[src/rtl/prog_counter.sv]
// Programmable up/down counter: wrap or saturate, optional one-shot run with DONE state.
// All outputs registered, one clock per step; no backpressure, a step is taken on every enabled edge.
module prog_counter #(
   parameter int N       = 8,
   parameter int MAX     = 2**N - 1,
   parameter bit SAT     = 1'b0,
   parameter bit ONESHOT = 1'b0
) (
   input  logic         clock,
   input  logic         reset,
   input  logic         en,
   input  logic         up,
   input  logic         load,
   input  logic [N-1:0] load_val,
   input  logic         start,
   input  logic         clr_ovf,
   output logic [N-1:0] cnt,
   output logic         tc,
   output logic         ovf,
   output logic         busy
);

   typedef enum logic [1:0] {
      IDLE = 2'd0,
      RUN  = 2'd1,
      DONE = 2'd2
   } state_t;

   localparam logic [N-1:0] MAXV      = N'(MAX);
   localparam state_t       RST_STATE = ONESHOT ? IDLE : RUN;

   state_t       state, state_nxt;
   logic [N-1:0] cnt_nxt;
   logic         tc_nxt;
   logic         ovf_nxt;
   logic [N-1:0] load_clamped;
   logic [N-1:0] cnt_inc;
   logic [N-1:0] cnt_dec;
   logic         at_top;
   logic         at_bot;
   logic         restart;
   logic         step;

   assign load_clamped = (load_val > MAXV) ? MAXV : load_val;
   assign cnt_inc      = cnt + 1'b1;
   assign cnt_dec      = cnt - 1'b1;
   assign at_top       = (cnt == MAXV);
   assign at_bot       = (cnt == '0);
   assign restart      = ONESHOT && (state != RUN) && start;
   assign step         = en && !load && (state == RUN);

   always_ff @(posedge clock or posedge reset) begin
      if (reset) begin
         state <= RST_STATE;
         cnt   <= '0;
         tc    <= 1'b0;
         ovf   <= 1'b0;
      end else begin
         state <= state_nxt;
         cnt   <= cnt_nxt;
         tc    <= tc_nxt;
         ovf   <= ovf_nxt;
      end
   end

   always_comb begin
      state_nxt = state;
      cnt_nxt   = cnt;
      tc_nxt    = 1'b0;
      ovf_nxt   = ovf & ~clr_ovf;

      // A restart seeds the count from the run direction; a concurrent load overrides it below.
      if (restart) begin
         state_nxt = RUN;
         cnt_nxt   = up ? '0 : MAXV;
      end

      if (load) begin
         cnt_nxt = load_clamped;
      end else if (step) begin
         if (up) begin
            if (!at_top) begin
               cnt_nxt = cnt_inc;
               tc_nxt  = (cnt_inc == MAXV);
            end else if (ONESHOT) begin
               tc_nxt = 1'b1;
            end else begin
               ovf_nxt = 1'b1;
               if (SAT) tc_nxt  = 1'b1;
               else     cnt_nxt = '0;
            end
         end else begin
            if (!at_bot) begin
               cnt_nxt = cnt_dec;
               tc_nxt  = (cnt_dec == '0);
            end else if (ONESHOT) begin
               tc_nxt = 1'b1;
            end else begin
               ovf_nxt = 1'b1;
               if (SAT) tc_nxt  = 1'b1;
               else     cnt_nxt = MAXV;
            end
         end
         // One-shot runs stop on the terminal value instead of wrapping.
         if (ONESHOT && tc_nxt) state_nxt = DONE;
      end
   end

   assign busy = (state == RUN);

endmodule
[config.mk]
export PLATFORM = sky130hd
export DESIGN_NAME = prog_counter
export DESIGN_NICKNAME = d
export VERILOG_FILES = /design/src/rtl/prog_counter.sv
export SDC_FILE = /design/constraint.sdc
export NUM_CORES = 1
export LEC_CHECK = 0
export CAP_MARGIN = 20
export CORE_MARGIN = 5
export CORE_UTILIZATION = 24
export CTS_CLUSTER_SIZE = 20
export DETAILED_ROUTE_END_ITERATION = 6
export SLEW_MARGIN = 0
export SYNTH_ARGS = -nofsm -noshare
export SYNTH_HDL_FRONTEND = slang
export SYNTH_SLANG_ARGS = --single-unit
[constraint.sdc]
create_clock -name clock -period 2.5 [get_ports clock]
set_input_delay 0.375 -clock clock [delete_from_list [all_inputs] [get_ports clock]]
set_output_delay 0.375 -clock clock [all_outputs]
set_load 0.03 [all_outputs]
; ---- After elaboration in Yosys (flattened, before gate mapping)
; Cells that the tools add are included.
[totals]
register_bits = 10
word_cells = 31
in_bits = 15
out_inout_bits = 11
[op_classes]
eq_ne = 2
n_reduce_logical = 5
n_addsub = 2
n_lt_le_gt_ge = 1
bitwise_logic = 2
mux = 16
[ops]
columns = op, n
row1 = 8-bit two-way mux, 6
row2 = "8-bit equality test, second input constant", 2
row3 = 8-bit logical NOT, 2
row4 = 1-bit two-way mux, 10
row5 = "8-bit by 1-bit adder with 8-bit output, second input constant", 1
row6 = "8-bit greater-than comparator, second input constant", 1
row7 = "8-bit by 1-bit subtractor with 8-bit output, second input constant", 1
row8 = 2-bit nonzero test, 1
row9 = 1-bit AND, 1
row10 = 1-bit logical AND, 1
row11 = 1-bit logical NOT, 1
row12 = 1-bit inverter, 1

; ---- Longest topological paths before layout
[logic_depth]
ltp_word = 6
depth_mapped = 8
mapped_depth_nobuf = 7

; ---- Worst setup path after synthesis
; No wires, ideal clock.
[synth_timing]
path_type = register to register
startpoint = reg cnt[1]
endpoint = reg cnt[0]
path_buffers = 1
slack_ns = 0.444
required_ns = 2.371
arrival_time_ns = 1.928
path_stages_with_launch = 8
setup_time_ns = 0.129
period_less_slack_ns = 2.056
cell_sequence = dfrtp_1 -> ha_1 -> and4_2 -> clkbuf_1 -> nor4b_1 -> o221ai_1 -> o21ai_1 -> o21ai_2
[synth_between]
elab_chain_len = 5
word_cells_on_any_way = 7
cone_classes = eq/ne (1) / mux (5) / reduce/logical (1)
[synth_lines]
columns = item, line
row1 = "start, declared", 17  ; output logic [N-1:0] cnt,
row2 = "start signal, assigned", 60  ; cnt <= cnt_nxt;
row3 = 8-bit equality test or 8-bit logical NOT (tied branches), "47, 48"
row4 = "8-bit two-way mux, on equally long branches", "82, 93"
row5 = 8-bit two-way mux (*), 81  ; if (up) begin
row6 = 8-bit two-way mux (*), 80  ; end else if (step) begin
row7 = 8-bit two-way mux (*), 78  ; if (load) begin
; Every way passes the cells marked *; elsewhere a longest branch is shown, timed or not. The select of a mux whose other input is x is not followed.
; A chain may end at the register's enable or synchronous reset.

; ---- Worst setup path in the final report
[layout_timing]
startpoint = reg cnt[3]
endpoint = reg cnt[7]
[layout_between]
elab_chain_len = 5
word_cells_on_any_way = 9
cone_classes = add/sub (2) / eq/ne (1) / mux (5) / reduce/logical (1)
[layout_lines]
columns = item, line
row1 = "8-bit by 1-bit subtractor with 8-bit output, or another cell as far along", 46  ; assign cnt_dec = cnt - 1'b1;
row2 = "8-bit two-way mux, on equally long branches", "93, 82"
row3 = 8-bit two-way mux (*), 81
row4 = 8-bit two-way mux (*), 80
row5 = 8-bit two-way mux (*), 78
; Marks and branches as above.

==> results.md <==
- Worst min-delay path category: primary input to asynchronous set/reset pin
- Post-Syn Instances: approximately 140
- Drt total wl: between 2 and 3 mm
- Flop pwr share: 32.6%
- Mux share of post-synthesis cell area: 2.06%
- Starting density of the core: 25.3%
- Die width: between 70 and 80 µm
- Outcome: complete, no violations
- First-pass GRT wire length: roughly 4.9 mm
- Setup violators final: 0
- Sequential share of the synthesized area: approximately 24%
- CTS HTree Levels: 1
- FF+latch count, synth: 10
- Most common cell after layout, fill and taps aside: clkdlybuf4s50_1
- Fin. Hold Viols: 0
- Cell Area, Synth: around 1000 µm²
- Input/output buffers: 23
- Worst-case clock buffer depth: 2
- Critical path capture point type: flip-flop
- CP max FO: 14
- Die Ht: 75.7 µm
- CTS Hold Bufs: 0
- Layout Cells excl Fill: around 200
- Final Max Slew Viols: 0
- Clk_skew: 0.00190 ns
- Io pins: 26
- Resize count post-CTS: 0
- WHS: approximately 0.43 ns
- Worst VDD drop: 0.000275 V
- Area share of and/or/nand/nor cells after synthesis: between 20% and 30%
- Syn-to-layout area delta: 30.6%
- P_sw: 0.000240 W
- Vias after detailed routing: a little over 1,000
- Post-synthesis adder-cell area fraction: under 10%
- 1st-pass router iterations: 4
- Postcts setup bufs: 0
- Critical Path AT: roughly 2.2 ns
- GRT Residual Overflow: 0
- Period utilization: 82.6%
- Num CTS Buffers: 3
- CP required: around 2.6 ns
- Row cnt: 23
- Reg2reg setup slack: between 0.4 and 0.5 ns
- Die area: ~5700 µm²
- Clock sink total: 10
- Placed cell areas: around 1300 µm²
- Ys flop type: dfrtp_1
- Via/cell ratio: 5.10
- Share of cells above drive strength 1: approximately an eighth
- Largest family of logic cells by synthesized area: compound AO/OA/AOI/OAI gates
- Switching Share: a little over a third
- Reg2Reg Depth: 5
- Max Cap Viol: 0
- Async set-reset flop share out of synthesis: 100%
- R2R Path Start: cnt[3]
- TritonCTS clock tree: done
- DP Cell Count: 199
- Post-DP HPWL: 2.22 mm
- Largest net degree at the start of global routing: 17
- DRC: 0
- Number of routed nets with antenna violations: 0
- Part of the power in the clock network: a little under a third
- Clock-pin slew on the worst setup and hold paths: around 0.05 ns
- CTS Root Cell: clkbuf_8
- Setup tns final: 0 ns
- Unrepaired setup endpoints after global routing: false
- Synth warn: 0
- Leakage power: 0.527 nW
- Worst setup SP type: flip-flop
- Core area: just over 4000 µm²
- XOR/XNOR Fraction of Synth Area: 5.08%
- Fin nets: between 150 and 200
- Mean routed wirelength per cell: ~14 µm
- Initial antenna violation count: 0
- Fmax: around 480 MHz
- Post-Syn Nets: 155
- Post-synth EDFFs: 0
- Vias in the first global route: between 1,000 and 1,500
- Fin crit period: slightly above 2 ns
- N_diodes: 0
- DRT iter0 DRCs: around 60
- Post-Syn Area per Cell: about 7.7 µm²
- Global-route usage over all layers: a little under an eighth
- Most frequent cells in the layout: clkdlybuf4s50_1, dfrtp_1, nor2_1
- CP Class: flip-flop to flip-flop
- Compound-Gate Fraction of Synth Area: 26.8%
- Combinational fraction of design power: 36.2%
- Clk_lat worst skew: 0.24 ns
- RR Endpoint: cnt[7]
- GP Congestion: 0.812
- Internal power: 0.000428 W
- Pwr dens: approximately 490 nW/µm²
- Yosys cell types: 51
- Cell area after layout: 1350 µm²
==> worst max path at each step <==
stage,start,to
finish,cnt[3],cnt[7]
global route,cnt[1],cnt[0]
CTS,cnt[3],cnt[7]
detailed placement,cnt[3],cnt[7]
global placement,cnt[3],cnt[7]
floorplan,cnt[1],cnt[0]
==> metal layers <==
layer  global-route usage, %  vias up  routed length [µm]
met4                    1.17        0                   0
met1                    16.0      467                1330
met5                       0        -                   0
li1                        -      523                   -
met2                    17.3       46                1240
met3                    3.69        0                 315
==> metrics by stage <==
stage	utilization [%]	setup WS (ns)	power, W
6_report	33.1	0.435	0.000668
5_1_grt	33.1	0.310	0.000713
4_1_cts	33.1	0.435	0.000678
3_5_place_dp	31.7	0.450	0.000464
3_3_place_gp	31.7	0.456	0.000461
2_1_floorplan	-	0.444	0.000377
==> final cells by class <==
| class | count | area, µm² |
|---|---|---|
| sequential | 10 | 250 |
| timing repair buffer | 28 | 268 |
| clock buffer | 4 | 55.1 |
| fill | 446 | 2740 |
| tap | 50 | 62.6 |
| multi-input combinational | 103 | 686 |
| inverter | 8 | 30.0 |
==> state kept, by name, summed over array words and instances, names as in the netlist <==
signal / cells
cnt: 8
ovf: 1
tc: 1
==> critical path, stage by stage (launching register included) <==
cell     delay (ns)
dfrtp_1        0.54
or4_4          0.62
or3_4          0.37
o32ai_1        0.16
a31o_2         0.20
o21ai_1        0.05
==> power by group through the flow <==
stage	registers, W	clock network [W]	logic, W
after floorplan	0.000223	0	0.000155
after global placement	0.000220	0	0.000241
after detailed placement	0.000221	0	0.000243
after CTS	0.000218	0.000216	0.000244
after global routing	0.000223	0.000221	0.000269
final	0.000218	0.000208	0.000242
==> Yosys cell counts, types with 2 or more instances <==
| library cell | n | area [µm²] |
|---|---|---|
| a21o_1 | 2 | 15.0 |
| a21oi_1 | 8 | 40.0 |
| a31oi_1 | 4 | 25.0 |
| buf_2 | 4 | 20.0 |
| clkbuf_1 | 7 | 26.3 |
| dfrtp_1 | 10 | 250 |
| ha_1 | 5 | 62.6 |
| inv_1 | 8 | 30.0 |
| nand2_1 | 7 | 26.3 |
| nand2b_1 | 3 | 18.8 |
| nand3_1 | 5 | 25.0 |
| nor2_1 | 9 | 33.8 |
| nor3_1 | 3 | 15.0 |
| nor3b_1 | 4 | 30.0 |
| nor4b_1 | 2 | 17.5 |
| o21ai_0 | 7 | 35.0 |
| o21ai_1 | 5 | 25.0 |
| o22ai_1 | 4 | 25.0 |
| o31ai_1 | 2 | 15.0 |
| xnor2_1 | 2 | 17.5 |
| xor2_1 | 4 | 35.0 |
==> logic make-up (layout without fill, tap and decap cells) <==
family	after synthesis	after routing
flops	10	10
compound gates	43	43
buf+inv	22	40
fa+ha+maj	5	5
xor+xnor	6	6
simple gates	46	46
other cells	1	1
mux	2	2
Note: power is estimated with default switching activity, not from simulation.
